**config.mk**
```make
export PLATFORM = sky130hd
export DESIGN_NAME = led_mode_scheduler
export DESIGN_NICKNAME = d
export VERILOG_FILES = /design/src/rtl/led_mode_scheduler.sv
export SDC_FILE = /design/constraint.sdc
export NUM_CORES = 1
export LEC_CHECK = 0
export CAP_MARGIN = 20
export CORE_MARGIN = 2
export CORE_UTILIZATION = 55
export DETAILED_ROUTE_END_ITERATION = 6
export PLACE_DENSITY = 0.88
export SLEW_MARGIN = 20
export SYNTH_ARGS = -nofsm -noshare
export SYNTH_HDL_FRONTEND = slang
export SYNTH_SLANG_ARGS = --single-unit
```
**constraint.sdc**
```tcl
create_clock -name sys_clk -period 2.5 [get_ports sys_clk]
set_input_delay 0.375 -clock sys_clk [delete_from_list [all_inputs] [get_ports sys_clk]]
set_output_delay 0.375 -clock sys_clk [all_outputs]
set_load 0.02 [all_outputs]
```
**src/rtl/led_mode_scheduler.sv**
```systemverilog
// LED flow-pattern controller: a free-running step tick drives one of four patterns,
// and mode changes from two req/ack ports are deferred to the next step boundary.
module led_mode_scheduler #(
    parameter int TICK_PERIOD = 25000000,
    parameter int LED_W       = 4
) (
    input  logic             sys_clk,
    input  logic             sys_rst,
    input  logic             req_a,
    input  logic [1:0]       mode_a,
    output logic             ack_a,
    input  logic             req_b,
    input  logic [1:0]       mode_b,
    output logic             ack_b,
    output logic [LED_W-1:0] led,
    output logic [1:0]       cur_mode,
    output logic             busy,
    output logic             step
);

    localparam int CNT_W = (TICK_PERIOD > 1) ? $clog2(TICK_PERIOD) : 1;
    localparam logic [CNT_W-1:0] CNT_MAX = CNT_W'(TICK_PERIOD - 1);

    localparam logic [1:0] MODE_OFF    = 2'd0;
    localparam logic [1:0] MODE_FLOW_L = 2'd1;
    localparam logic [1:0] MODE_FLOW_R = 2'd2;
    localparam logic [1:0] MODE_BLINK  = 2'd3;

    typedef enum logic {
        ST_RUN  = 1'b0,
        ST_PEND = 1'b1
    } schedState_e;

    schedState_e      r_state;
    schedState_e      w_nextState;
    logic [CNT_W-1:0] r_cnt;
    logic             w_tick;
    logic [LED_W-1:0] r_led;
    logic [LED_W-1:0] w_nextLed;
    logic [1:0]       r_curMode;
    logic [1:0]       w_nextCurMode;
    logic [1:0]       r_pendMode;
    logic [1:0]       w_nextPendMode;
    logic             r_ackA;
    logic             w_nextAckA;
    logic             r_ackB;
    logic             w_nextAckB;
    logic             r_step;
    logic             w_nextStep;

    function automatic logic [LED_W-1:0] loadPattern(input logic [1:0] mode);
        logic [LED_W-1:0] pat;
        case (mode)
            MODE_OFF:    pat = '0;
            MODE_FLOW_L: pat = {{(LED_W-1){1'b0}}, 1'b1};
            MODE_FLOW_R: pat = {1'b1, {(LED_W-1){1'b0}}};
            MODE_BLINK:  pat = '1;
            default:     pat = '0;
        endcase
        return pat;
    endfunction

    function automatic logic [LED_W-1:0] advancePattern(input logic [1:0] mode,
                                                        input logic [LED_W-1:0] cur);
        logic [LED_W-1:0] pat;
        case (mode)
            MODE_OFF:    pat = '0;
            MODE_FLOW_L: pat = {cur[LED_W-2:0], cur[LED_W-1]};
            MODE_FLOW_R: pat = {cur[0], cur[LED_W-1:1]};
            MODE_BLINK:  pat = ~cur;
            default:     pat = cur;
        endcase
        return pat;
    endfunction

    assign w_tick = (r_cnt == CNT_MAX);

    // Free-running divider; mode changes never disturb the step phase.
    always_ff @(posedge sys_clk or posedge sys_rst) begin
        if (sys_rst) begin
            r_cnt <= '0;
        end else if (w_tick) begin
            r_cnt <= '0;
        end else begin
            r_cnt <= r_cnt + CNT_W'(1);
        end
    end

    always_ff @(posedge sys_clk or posedge sys_rst) begin
        if (sys_rst) begin
            r_state    <= ST_RUN;
            r_led      <= {{(LED_W-1){1'b0}}, 1'b1};
            r_curMode  <= MODE_FLOW_L;
            r_pendMode <= MODE_FLOW_L;
            r_ackA     <= 1'b0;
            r_ackB     <= 1'b0;
            r_step     <= 1'b0;
        end else begin
            r_state    <= w_nextState;
            r_led      <= w_nextLed;
            r_curMode  <= w_nextCurMode;
            r_pendMode <= w_nextPendMode;
            r_ackA     <= w_nextAckA;
            r_ackB     <= w_nextAckB;
            r_step     <= w_nextStep;
        end
    end

    // In RUN a tick and an accept may share one edge: the pattern still advances.
    always_comb begin
        w_nextState    = r_state;
        w_nextLed      = r_led;
        w_nextCurMode  = r_curMode;
        w_nextPendMode = r_pendMode;
        w_nextAckA     = 1'b0;
        w_nextAckB     = 1'b0;
        w_nextStep     = 1'b0;
        case (r_state)
            ST_RUN: begin
                if (w_tick) begin
                    w_nextLed  = advancePattern(r_curMode, r_led);
                    w_nextStep = 1'b1;
                end
                if (req_a) begin
                    w_nextPendMode = mode_a;
                    w_nextAckA     = 1'b1;
                    w_nextState    = ST_PEND;
                end else if (req_b) begin
                    w_nextPendMode = mode_b;
                    w_nextAckB     = 1'b1;
                    w_nextState    = ST_PEND;
                end
            end
            ST_PEND: begin
                if (w_tick) begin
                    w_nextCurMode = r_pendMode;
                    w_nextLed     = loadPattern(r_pendMode);
                    w_nextStep    = 1'b1;
                    w_nextState   = ST_RUN;
                end
            end
            default: begin
                w_nextState = ST_RUN;
            end
        endcase
    end

    assign led      = r_led;
    assign cur_mode = r_curMode;
    assign ack_a    = r_ackA;
    assign ack_b    = r_ackB;
    assign step     = r_step;
    assign busy     = (r_state == ST_PEND);

endmodule

```
* After elaboration in Yosys (flattened, before gate mapping)
Cells that the tools add are included.
Word-level totals: memories 0, latch bits 0, memory bits (read-only) 0, bits in registers 37, bits in writable memories 0
Cells by class: eq/ne operators 9, reduce and logical (&&, ||, !) cells 6, multiplexer cells 17, bitwise operators 2, add/sub/neg operators 1, shift-type cells 0, multipliers 0, magnitude comparators 0, div/mod/pow operators 0
Operators by type and width (count):
- 4-bit one-hot mux with 4 select lines | 2
- 25-bit by 1-bit adder with 25-bit output (second input constant) | 1
- 25-bit equality test (second input constant) | 1
- 25-bit 2-to-1 mux | 1
- 2-bit equality test (second input constant) | 4
- 1-bit 2-to-1 mux | 8
- 4-bit 2-to-1 mux | 2
- 4-bit one-hot mux with 2 select lines | 1
- 2-bit AND reduction | 3
- 2-bit by 1-bit equality test with 1-bit output (second input constant) | 2
- 2-bit logical NOT | 2
- 2-bit 2-to-1 mux | 2
- 4-bit inverter | 1
- 2-bit by 1-bit != test with 1-bit output (second input constant) | 1
- 2-bit != test (second input constant) | 1
- 1-bit one-hot mux with 2 select lines | 1
- 2-bit nonzero test | 1
- 1-bit inverter | 1

* Longest topological paths before layout
word-level depth 4, gate-level depth with buffers 6

* Worst setup path before layout
OpenSTA, ideal clock, no wires.
path type register -> register, start register r_cnt[15], end register r_led[3], in the netlist led[3], stages on the path, launching flop included 6, slack 0.305 ns, arrival time 2.070 ns, path buffers 1, cells stage by stage dfrtp_1 -> or4b_1 -> or4_4 -> buf_6 -> nor2_8 -> mux2_4
Between the ends: cells in the longest elaborated chain, start to end 3, elaborated cells on any way between the ends 4, classes of those cells eq/ne (3); reduce/logical (1)
RTL lines:
- from (decl) | RTL line 36 | logic [CNT_W-1:0] r_cnt;
- from (signal assigned) | RTL line 85 | r_cnt <= r_cnt + CNT_W'(1);
- 25-bit equality test (*) | RTL line 76 | assign w_tick = (r_cnt == CNT_MAX);
- 2-bit != test (no line) or 2-bit by 1-bit != test with 1-bit output (tied branches)
- 2-bit AND reduction (no line) (*)
- to (signal assigned) | RTL line 92 | r_led <= {{(LED_W-1){1'b0}}, 1'b1};
- to (signal assigned) | RTL line 100 | r_led <= w_nextLed;
- to (decl) | RTL line 38 | logic [LED_W-1:0] r_led;
Every way passes the cells marked *; elsewhere a longest branch is shown, timed or not. A chain may end at the register's enable or synchronous reset.

* Worst setup path in the final report
Ends and elaborated chain as after synthesis.

==> impl_metrics.py <==
metrics = {
    "status": {
        "status": "finished, final reports clean",
    },
    "finish": {
        "drive_above_1_share": 0.105,
        "final_area_mm2": 0.00216,
        "fillers": 257,
        "nNetsFinal": 208,
        "layout.cells.non_filler": 246,
        "areaGrowthSynthToFinish_pct": 16.2,
        "insertedDiodeCount": 0,
        "fin_util": 0.657,
    },
    "critical_path": {
        "slowest_stage": "or4_4",
        "crit_buf_inv": 0,
        "cp.required_ns": 2.74,
        "end_kind": "register",
        "crit_path_start_kind": "register",
        "crit_arrival_ns": 2.44,
        "critPathMaxStageDelay_ns": 0.59,
        "crit_fanout": 7,
        "path_cells": "or4b_1 -> or4_4 -> nor2_8 -> mux2_4",
        "critical_path.top_delay_family": "simple AND/OR/NAND/NOR gates",
        "crit_type": "reg -> reg",
    },
    "logic_synthesis": {
        "ys_top_cells_by_area": "dfrtp_1, dfstp_2, xnor2_1",
        "yosysWarningCount": 0,
        "yosys.area_share.adder": 0.00674,
        "yosysTopAreaCell": "dfrtp_1",
        "syn_nets": 186,
        "muxShareOfSynthArea": 0.0445,
        "synth_top_family_by_area": "simple AND/OR/NAND/NOR gates",
        "synthSimpleGateAreaFrac": 0.247,
        "avgSynthCellArea_um2": 10.5,
        "ys_seq_area_frac": 0.501,
        "ys_types": 40,
        "synth-seq-cells": 37,
        "synth.top_cell.area_share": 0.458,
        "synthXorXnorAreaFrac": 0.0708,
        "netlist_instances": 177,
        "synth-compound-area-share": 0.108,
        "synthesis.area_mm2": 0.00186,
    },
    "drt": {
        "drtIter0Drc": 58,
        "drt_wl_total_um": 3840,
        "vias": 1460,
        "vias_per_cell": 5.93,
        "drtPass1Iterations": 4,
        "post_drt_wl_per_cell_um": 15.6,
        "drc": 0,
        "ant_nets": 0,
    },
    "placed_design": {
        "dp.cells": 238,
        "place_area_mm2": 0.00207,
        "dp_hpwl_um": 2760,
        "pre_cts_slack_ns": 0.317,
        "port_buffers": 17,
        "gp_congestion": 0.831,
    },
    "cts": {
        "clk_latency_ns": 0.34,
        "ctsResizeCount": 0,
        "postCtsHoldBufs": 0,
        "root_buffer": "clkbuf_4",
        "clk_pin_slew_ns": 0.11,
        "h-tree-depth": 2,
        "postCtsSetupRepairBufs": 0,
        "numCtsBuffers": 5,
        "cts_tree": "done",
        "clockBufferDepth": 2,
        "cts.sinks": 37,
    },
    "grt": {
        "grt_start_max_net_pins": 38,
        "antenna_found_initial": 0,
        "grt_usage": 0.217,
        "grt_pass1_vias": 1429,
        "grt_pass1_wl_um": 6520,
        "overflow": 0,
    },
    "hold_path": {
        "hold_path_class": "in -> async",
    },
    "floorplan": {
        "dieWidth_um": 62.1,
        "core_area_mm2": 0.00328,
        "pin_count": 18,
        "die_area_mm2": 0.00386,
        "initial_utilization": 0.565,
        "rows": 21,
        "die_h_um": 62.1,
    },
    "timing": {
        "tightest_slew_ns": 0.557,
        "setup_viol": 0,
        "finalSetupTns_ns": 0,
        "max_freq_mhz": 454,
        "setup_ws_ns": 0.296,
        "clock_skew_ns": 0.00435,
        "fin_crit_sh": 0.882,
        "layout_min_cycle_time_ns": 2.20,
        "slew_headroom": 0.626,
        "grt_setup_unrepaired": "false",
        "hold_violations": 0,
        "whs_ns": 0.420,
        "slew_violations": 0,
    },
    "power": {
        "p_per_area_mw_per_mm2": 501,
        "p_leak_nw": 0.917,
        "p_total_mw": 1.08,
        "peakVddDrop_mv": 0.416,
    },
    "run": {
        "cap_violations": 0,
    },
}
-- sequential cells by signal, indices dropped and copies added (netlist names) --
register	count
r_cnt	25
cur_mode	2
step	1
r_pendMode	2
busy	1
ack_a	1
ack_b	1
led	4
-- synth_stat cells (all sizes together) --
cell    count
nand3      13
a31oi       4
mux2i       3
and4        5
dfrtp      34
a21oi       9
o22ai       1
a21o        1
o221ai      1
o21ai      10
nand3b      1
clkbuf      2
nor3b       1
inv         3
o31ai       2
a41oi       1
dfstp       3
a211o       1
mux2        4
buf         2
and3        2
or2         2
nor4        5
o21bai      1
and3b       3
nand4       9
nand2      12
a32oi       1
nor2       11
xnor2       9
o31a        1
xor2        6
or4         4
or3         3
ha          1
nor2b       5
or4b        1
-- placed cells by master, fill, tap and decap left out, types with 2 or more instances in the layout --
master and count:
dfrtp_1 34, clkdlybuf4s50_1 17, nand3_1 13, nand2_1 12, nor2_1 10, o21ai_0 10, nand4_1 9, xnor2_1 9
a21oi_1 9, xor2_1 6, nor4_1 5, and4_1 5, nor2b_1 5, clkbuf_4 5, a31oi_1 4, or4_1 3
or3_1 3, mux2i_1 3, inv_1 3, and3b_1 3, dfstp_2 3, o31ai_1 2, and3_1 2, mux2_2 2
or2_2 2, mux2_4 2, buf_4 2
-- per-layer routing --
layer	GRT usage	vias up	part of all wire
met5	0	-	0
met4	0.0917	0	0.020
met3	0.0562	8	0.041
met2	0.349	43	0.50
met1	0.279	701	0.44
li1	-	708	-
-- final cells by class --
type	count	area [um^2]	share of cell area
sequential	37	930	0.431
multi-input combinational	133	886	0.410
timing repair buffer	19	185	0.0858
tap	46	57.6	0.0267
clock buffer	6	51.3	0.0238
clock inverter	2	37.5	0.0174
inverter	3	11.3	0.00522
-- cell families (layout without fill, tap and decap cells) --
group,after synthesis,count (layout)
and+or+nand+nor,77,77
adders and majority gates,1,1
muxes,7,7
DFF,37,37
buffers and inverters,7,30
xor gates and xnor gates,15,15
AOI/OAI and AO/OA,33,33
-- worst register-to-register path, delay by kind of cell, from the launching register on --
kind,cells,cell delay [ns]
AND/OR/NAND/NOR,3,1.33
flip-flops,1,0.47
multiplexers,1,0.31
-- path summary, 6_finish.rpt --
path	startpoint	to	slack, ns	cells past startpoint
min	sys_rst	ack_a$_DFF_PP0_	0.42	3
max reg2reg	r_cnt[15]$_DFF_PP0_	led[3]$_DFFE_PP0P_	0.30	4
max	r_cnt[15]$_DFF_PP0_	led[3]$_DFFE_PP0P_	0.30	4
max in group asynchronous	sys_rst	led[0]$_DFFE_PP1P_	1.73	3
min reg2reg	r_cnt[0]$_DFF_PP0_	r_cnt[0]$_DFF_PP0_	0.50	1
min in group sys_clk	r_cnt[0]$_DFF_PP0_	r_cnt[0]$_DFF_PP0_	0.50	1
-- power breakdown --
part           internal, mW  switching, mW
clock                 0.238          0.199
combinational        0.0165         0.0208
sequential            0.604        0.00418
Power figures use the tool's default switching activity.
